--- src/rtl/seg_pkg.sv ---
// Shared definitions for the seven-segment scan path: scan states, BCD width
// and the default display geometry used by the decoder and the top level.
package seg_pkg;

    localparam int unsigned BCD_W            = 4;
    localparam int unsigned DEF_NUM_DIGITS   = 5;
    localparam int unsigned DEF_CLK_DIV      = 1000;
    localparam int unsigned DEF_BLANK_CYCLES = 16;

    typedef enum logic [1:0] {
        SCAN_IDLE  = 2'd0,
        SCAN_BLANK = 2'd1,
        SCAN_DRIVE = 2'd2
    } scan_state_e;

endpackage

--- src/rtl/seg_scan_ctrl_if.sv ---
// Host-side bundle of the scan controller: frame load, enable and the
// decoder/digit-select outputs.
interface seg_scan_ctrl_if #(
    parameter int unsigned NUM_DIGITS = seg_pkg::DEF_NUM_DIGITS
);

    logic                                   en;
    logic                                   load;
    logic [seg_pkg::BCD_W*NUM_DIGITS-1:0]   digits;
    logic [seg_pkg::BCD_W-1:0]              digit_code;
    logic [NUM_DIGITS-1:0]                  SEG_SEL;
    logic                                   frame_done;

    modport master (
        output en, load, digits,
        input  digit_code, SEG_SEL, frame_done
    );

    modport slave (
        input  en, load, digits,
        output digit_code, SEG_SEL, frame_done
    );

endinterface

--- src/rtl/seg_slot_timer.sv ---
// Slot counter for one digit slot; flags the last blank cycle, the
// second-to-last slot cycle and the last slot cycle.
module seg_slot_timer #(
    parameter int unsigned CLK_DIV      = seg_pkg::DEF_CLK_DIV,
    parameter int unsigned BLANK_CYCLES = seg_pkg::DEF_BLANK_CYCLES
) (
    input  logic clk,
    input  logic rst_n,
    input  logic clr,
    output logic blank_end_c,
    output logic slot_pre_end_c,
    output logic slot_end_c
);

    localparam int unsigned CNT_W      = $clog2(CLK_DIV);
    localparam int unsigned BLANK_LAST = (BLANK_CYCLES == 0) ? 0 : BLANK_CYCLES - 1;

    logic [CNT_W-1:0] cnt;

    // Count cycles inside a slot; cleared while idle and at each slot end.
    always_ff @(posedge clk or negedge rst_n) begin
        if (!rst_n) begin
            cnt <= '0;
        end else if (clr) begin
            cnt <= '0;
        end else begin
            cnt <= cnt + CNT_W'(1);
        end
    end

    assign blank_end_c    = (BLANK_CYCLES != 0) && (cnt == CNT_W'(BLANK_LAST));
    assign slot_pre_end_c = (cnt == CNT_W'(CLK_DIV - 2));
    assign slot_end_c     = (cnt == CNT_W'(CLK_DIV - 1));

endmodule

--- src/rtl/seg_scan_ctrl.sv ---
// Time-multiplexed scan controller for a common-cathode seven-segment display.
// Optional leading-zero blanking is enabled by defining SEG_SCAN_LZB_EN.
module seg_scan_ctrl import seg_pkg::*; #(
    parameter int unsigned NUM_DIGITS   = DEF_NUM_DIGITS,
    parameter int unsigned CLK_DIV      = DEF_CLK_DIV,
    parameter int unsigned BLANK_CYCLES = DEF_BLANK_CYCLES
) (
    input  logic            clk,
    input  logic            rst_n,
    seg_scan_ctrl_if.slave  bus
);

    localparam int unsigned IDX_W   = (NUM_DIGITS > 1) ? $clog2(NUM_DIGITS) : 1;
    localparam int unsigned FRAME_W = BCD_W * NUM_DIGITS;
    localparam logic [IDX_W-1:0] IDX_LAST = IDX_W'(NUM_DIGITS - 1);

    scan_state_e           state;
    scan_state_e           state_d;
    logic [IDX_W-1:0]      idx;
    logic [IDX_W-1:0]      idx_d;
    logic [FRAME_W-1:0]    shadow;
    logic [FRAME_W-1:0]    disp;
    logic [FRAME_W-1:0]    disp_d;
    logic                  blank_end_c;
    logic                  slot_pre_end_c;
    logic                  slot_end_c;
    logic                  timer_clr_c;
    logic                  slot_adv_c;
    logic                  boundary_c;
    logic                  show_c;
    logic [BCD_W-1:0]      code_d;
    logic [NUM_DIGITS-1:0] sel_d;
    logic                  done_d;
    logic [BCD_W-1:0]      digit_code_q;
    logic [NUM_DIGITS-1:0] seg_sel_q;
    logic                  frame_done_q;

    assign timer_clr_c = (state == SCAN_IDLE) || slot_end_c || !bus.en;

    seg_slot_timer #(
        .CLK_DIV      (CLK_DIV),
        .BLANK_CYCLES (BLANK_CYCLES)
    ) u_timer (
        .clk            (clk),
        .rst_n          (rst_n),
        .clr            (timer_clr_c),
        .blank_end_c    (blank_end_c),
        .slot_pre_end_c (slot_pre_end_c),
        .slot_end_c     (slot_end_c)
    );

    // Scan state register.
    always_ff @(posedge clk or negedge rst_n) begin
        if (!rst_n) begin
            state <= SCAN_IDLE;
        end else begin
            state <= state_d;
        end
    end

    // Next scan state; dropping the enable always wins.
    always_comb begin
        state_d = state;
        case (state)
            SCAN_IDLE:  if (bus.en) state_d = (BLANK_CYCLES == 0) ? SCAN_DRIVE : SCAN_BLANK;
            SCAN_BLANK: if (blank_end_c) state_d = SCAN_DRIVE;
            SCAN_DRIVE: if (slot_end_c) state_d = (BLANK_CYCLES == 0) ? SCAN_DRIVE : SCAN_BLANK;
            default:    state_d = SCAN_IDLE;
        endcase
        if (!bus.en) state_d = SCAN_IDLE;
    end

    // Next digit index and display frame; the frame swaps only at a boundary.
    always_comb begin
        slot_adv_c = (state == SCAN_DRIVE) && slot_end_c;
        boundary_c = bus.en && ((state == SCAN_IDLE) || (slot_adv_c && (idx == IDX_LAST)));
        idx_d      = idx;
        disp_d     = disp;
        if (!bus.en || (state == SCAN_IDLE)) begin
            idx_d = '0;
        end else if (slot_adv_c) begin
            idx_d = (idx == IDX_LAST) ? '0 : idx + IDX_W'(1);
        end
        if (boundary_c) begin
            disp_d = bus.load ? bus.digits : shadow;
        end
    end

    // Output values for the coming cycle, registered below.
    always_comb begin
        sel_d  = '0;
        code_d = disp_d[BCD_W*int'(idx_d) +: BCD_W];
        done_d = bus.en && (state != SCAN_IDLE) && (idx == IDX_LAST) && slot_pre_end_c;
`ifdef SEG_SCAN_LZB_EN
        show_c = (idx_d == '0) || ((disp_d >> (BCD_W * int'(idx_d))) != '0);
`else
        show_c = 1'b1;
`endif
        if ((state_d == SCAN_DRIVE) && show_c) begin
            sel_d = NUM_DIGITS'(1) << idx_d;
        end
    end

    // Index, shadow and display frame registers.
    always_ff @(posedge clk or negedge rst_n) begin
        if (!rst_n) begin
            idx    <= '0;
            shadow <= '0;
            disp   <= '0;
        end else begin
            idx  <= idx_d;
            disp <= disp_d;
            if (bus.load) begin
                shadow <= bus.digits;
            end
        end
    end

    // Registered outputs to the decoder and digit drivers.
    always_ff @(posedge clk or negedge rst_n) begin
        if (!rst_n) begin
            digit_code_q <= '0;
            seg_sel_q    <= '0;
            frame_done_q <= 1'b0;
        end else begin
            digit_code_q <= code_d;
            seg_sel_q    <= sel_d;
            frame_done_q <= done_d;
        end
    end

    assign bus.digit_code = digit_code_q;
    assign bus.SEG_SEL    = seg_sel_q;
    assign bus.frame_done = frame_done_q;

endmodule

--- src/flat_wrapper.sv ---
// flat-port wrapper written by rule: the top's interface ports become plain ports
module seg_scan_ctrl_flat import seg_pkg::*;
#(
    parameter int unsigned NUM_DIGITS   = DEF_NUM_DIGITS,
    parameter int unsigned CLK_DIV      = DEF_CLK_DIV,
    parameter int unsigned BLANK_CYCLES = DEF_BLANK_CYCLES
)
  (clk, rst_n, bus_en, bus_load, bus_digits, bus_digit_code, bus_SEG_SEL, bus_frame_done);
  seg_scan_ctrl_if #(.NUM_DIGITS(NUM_DIGITS)) bus_i ();
  input  logic clk;
  input  logic rst_n;
  input wire logic [$bits(bus_i.en)-1:0] bus_en;
  input wire logic [$bits(bus_i.load)-1:0] bus_load;
  input wire logic [$bits(bus_i.digits)-1:0] bus_digits;
  output wire logic [$bits(bus_i.digit_code)-1:0] bus_digit_code;
  output wire logic [$bits(bus_i.SEG_SEL)-1:0] bus_SEG_SEL;
  output wire logic [$bits(bus_i.frame_done)-1:0] bus_frame_done;
  assign bus_i.en = bus_en;
  assign bus_i.load = bus_load;
  assign bus_i.digits = bus_digits;
  assign bus_digit_code = bus_i.digit_code;
  assign bus_SEG_SEL = bus_i.SEG_SEL;
  assign bus_frame_done = bus_i.frame_done;
  seg_scan_ctrl #(.NUM_DIGITS(NUM_DIGITS), .CLK_DIV(CLK_DIV), .BLANK_CYCLES(BLANK_CYCLES)) u_core (.clk(clk), .rst_n(rst_n), .bus(bus_i));
endmodule
--- config.mk ---
export PLATFORM = sky130hd
export DESIGN_NAME = seg_scan_ctrl_flat
export DESIGN_NICKNAME = d
export VERILOG_FILES = /design/src/rtl/seg_pkg.sv /design/src/rtl/seg_scan_ctrl_if.sv /design/src/rtl/seg_slot_timer.sv /design/src/rtl/seg_scan_ctrl.sv /design/src/flat_wrapper.sv
export SDC_FILE = /design/constraint.sdc
export NUM_CORES = 1
export LEC_CHECK = 0
export CORE_UTILIZATION = 50
export CTS_BUF_LIST = sky130_fd_sc_hd__clkbuf_4 sky130_fd_sc_hd__clkbuf_8
export CTS_CLUSTER_DIAMETER = 150
export DETAILED_ROUTE_END_ITERATION = 8
export PLACE_DENSITY = 0.84
export RECOVER_POWER = 100
export SLEW_MARGIN = 20
export SYNTH_ARGS = -nofsm -noshare
export SYNTH_HDL_FRONTEND = slang
export SYNTH_HIERARCHICAL = 1
export SYNTH_SLANG_ARGS = --single-unit
export TNS_END_PERCENT = 100
--- constraint.sdc ---
create_clock -name clk -period 3.4 [get_ports clk]
set_clock_uncertainty 0.15 [all_clocks]
set_input_delay 0.34 -clock clk [delete_from_list [all_inputs] [get_ports clk]]
set_output_delay 0.34 -clock clk [all_outputs]
set_load 0.02 [all_outputs]
==> flow_summary.yaml <==
global_routing:
  grt_pass1_vias: 1917
  grt_pass1_wl_mm: 9.018
  gr-total-overflow: 0
  antenna_found_initial: 0
  grt.total_usage: 0.2033
  grt_start_max_net_pins: 66
layout:
  area_growth_pct: 22.42
  drive_gt1_frac: 0.1811
  final_nets: 288
  design_area_mm2: 0.003402
  post-route-util: 0.6495
  diodes: 0
  layout_commonest_cell: "dfrtp_1"
  layout_common_cells: "dfrtp_1, mux2_1, mux2_2"
sta:
  tightest_slew_ns: 1.525
  finalHoldViolCount: 0
  grt_setup_unrepaired: "no"
  setup_tns_ns: 0
  hold_ws_ns: 0.3085
  period_needed_ns: 3.197
  relSlewSlack: -0.01666
  timing.fmax_mhz: 312.8
  setup_viol: 0
  period_share: 0.9402
  drv_slew: 66
  setup_ws_ns: 0.2033
routing:
  num_vias: 1818
  drt_iter0_drc: 96
  ant_nets: 0
  routed_wirelength_mm: 5.233
  post-route-drc-count: 0
  wl_per_cell_um: 15.62
  dr.pass1.iters: 4
  routed_via_density: 5.427
placement:
  dp_hpwl_mm: 3.635
  dpl-instance-area_mm2: 0.003189
  pre_cts_slack_ns: 0.1439
  io_buffers: 33
  gp_congestion: 0.8811
synth:
  synth-seq-cells: 65
  async_flop_share: 1.000
  yosysSeqAreaShare: 0.5853
  syn_area_mm2: 0.002779
  synthDistinctLibCells: 38
  avgSynthCellArea_um2: 12.69
  synthesis.nets: 247
  netlist_instances: 219
  synth_warnings: 6
  synth_edf_count: 0
  synth_ff_type: "dfrtp_1"
critical_path:
  crit_family: "simple AND/OR/NAND/NOR gates"
  crit_path_start_kind: "flip-flop"
  crit_slowest_cell: "or4bb_2"
  crit_chain: "or4bb_2 -> nor2_1 -> and2_1 -> nand3_1 -> a211o_2 -> mux2_1 -> mux2_2 -> a221o_1"
  timing.rr.start: "u_core/u_timer/cnt[3]"
  r2r_slack_ns: 0.20
  path_max_fanout: 17
  end_kind: "flip-flop"
  cp.arrival_ns: 3.27
  critPathKind: "flip-flop to flip-flop"
  worstReg2RegEnd: "u_core/bus.digit_code[0]"
  cp.buffers_inverters: 0
  critPathMaxStageDelay_ns: 0.61
  reg2reg_depth: 8
  worstPathRequired_ns: 3.47
floorplan:
  start_util: 0.5306
  die_area_mm2: 0.005860
  die_x_um: 76.55
  ios: 34
  rows: 26
  coreArea_mm2: 0.005238
  die_height_um: 76.55
clock_network:
  cts_tree: "yes"
  clockRootBuffer: "clkbuf_8"
  clk_path_buf_depth: 2
  cts_setup_buffers: 0
  cts_hold_buf: 0
  cts_sinks: 65
  clkSlewWorstSetupHoldPaths_ns: 0.07
  cts.htree.levels: 3
  numCtsBuffers: 9
  clkLatencyLatePin_ns: 0.34
power_and_ir_drop:
  ir_drop_mv: 0.2639
  power_density_mw_per_mm2: 520.7
  p_leak_nw: 1.516
outcome:
  violations: "max-capacitance violations, max-slew violations"
  outcome: "finished with violations"
hold_path:
  hold_path.class: "primary input to async pin"
flow_run:
  cap_violations: 1
-- metrics by stage --
step           total power, mW  instances
6_report                 1.772        335
5_1_grt                  1.837        335
4_1_cts                  1.804        335
3_5_place_dp             1.114        319
3_3_place_gp             1.097        319
2_1_floorplan            1.016        219
-- state kept, by name (all words and copies together) (netlist names) --
| register | flops |
|---|---|
| u_core/disp | 20 |
| u_core/u_timer/cnt | 10 |
| u_core/bus.digit_code | 4 |
| u_core/idx | 3 |
| u_core/shadow | 20 |
| u_core/bus.frame_done | 1 |
| u_core/bus.SEG_SEL | 5 |
| u_core/state | 2 |
-- kinds of logic (layout without fill, tap and decap cells) --
logic type / Yosys count / count (layout) / share of synthesized area
compound gates: 24 / 24 / 0.05583
xor+xnor: 3 / 3 / 0.009457
fa+ha+maj: 4 / 4 / 0.01801
buf+inv: 17 / 63 / 0.02656
flops: 65 / 65 / 0.5853
mux: 49 / 49 / 0.1981
simple gates: 57 / 57 / 0.1067
-- repair_timing --
item / CTS / global route
endpoints found under the setup margin: 0 / 4
hold endpoints to repair: 0 / 0
resized for setup: 0 / 2
-- metal layers --
layer,wire (um),part of all wire,global-route usage,vias to the layer above
met4,114,0.022,0.1154,0
li1,-,-,-,854
met5,0,0,0,-
met3,194,0.037,0.04311,9
met2,2631,0.50,0.3333,45
met1,2293,0.44,0.2492,910
-- cells in the mapped netlist, drive strengths merged (2+ instances only) --
library cell,number,area share
clkbuf,5,0.0068
nor2b,2,0.0045
ha,4,0.018
nand2,10,0.014
nand3,5,0.011
nor2,18,0.024
or3,2,0.0050
and3,5,0.012
or4,2,0.0054
dfrtp,65,0.59
nand4,2,0.0045
nand2b,2,0.0045
nor3,2,0.0036
inv,9,0.012
xnor2,2,0.0063
a22oi,3,0.0081
buf,3,0.0077
mux2,48,0.19
and2,4,0.0090
o31ai,2,0.0054
a21oi,7,0.013
o21ai,5,0.0090
-- layout make-up --
cell class	instances	area [um^2]
Timing Repair Buffer	38	352.8
Tap cell	70	87.58
Inverter	9	33.78
Multi-Input combinational cell	137	1086
Clock buffer	14	180.2
Sequential cell	65	1627
Clock inverter	2	35.03
Fill cell	410	1836
-- worst max-delay path by stage --
| stage | startpoint | end | slack, ns | cells after the start |
|---|---|---|---|---|
| 2_1_floorplan | u_core/u_timer/cnt[4] | u_core/bus.digit_code[0] | 0.48 | 9 |
| 3_3_place_gp | u_core/u_timer/cnt[3] | u_core/bus.digit_code[0] | 0.24 | 8 |
| 3_5_place_dp | u_core/u_timer/cnt[3] | u_core/bus.digit_code[0] | 0.14 | 8 |
| 4_1_cts | u_core/u_timer/cnt[3] | u_core/bus.digit_code[0] | 0.14 | 8 |
| 5_1_grt | u_core/u_timer/cnt[3] | u_core/bus.digit_code[2] | 0.03 | 9 |
| 6_report | u_core/u_timer/cnt[3] | u_core/bus.digit_code[0] | 0.20 | 8 |
-- power breakdown --
| part | switching (mW) | leakage [nW] | internal [mW] |
|---|---|---|---|
| registers | 0.0242 | 0.806 | 0.854 |
| logic | 0.0961 | 0.596 | 0.107 |
| clock network | 0.277 | 0.114 | 0.414 |
| total | 0.397 | 1.52 | 1.37 |
Note: power is estimated with default switching activity, not from simulation.
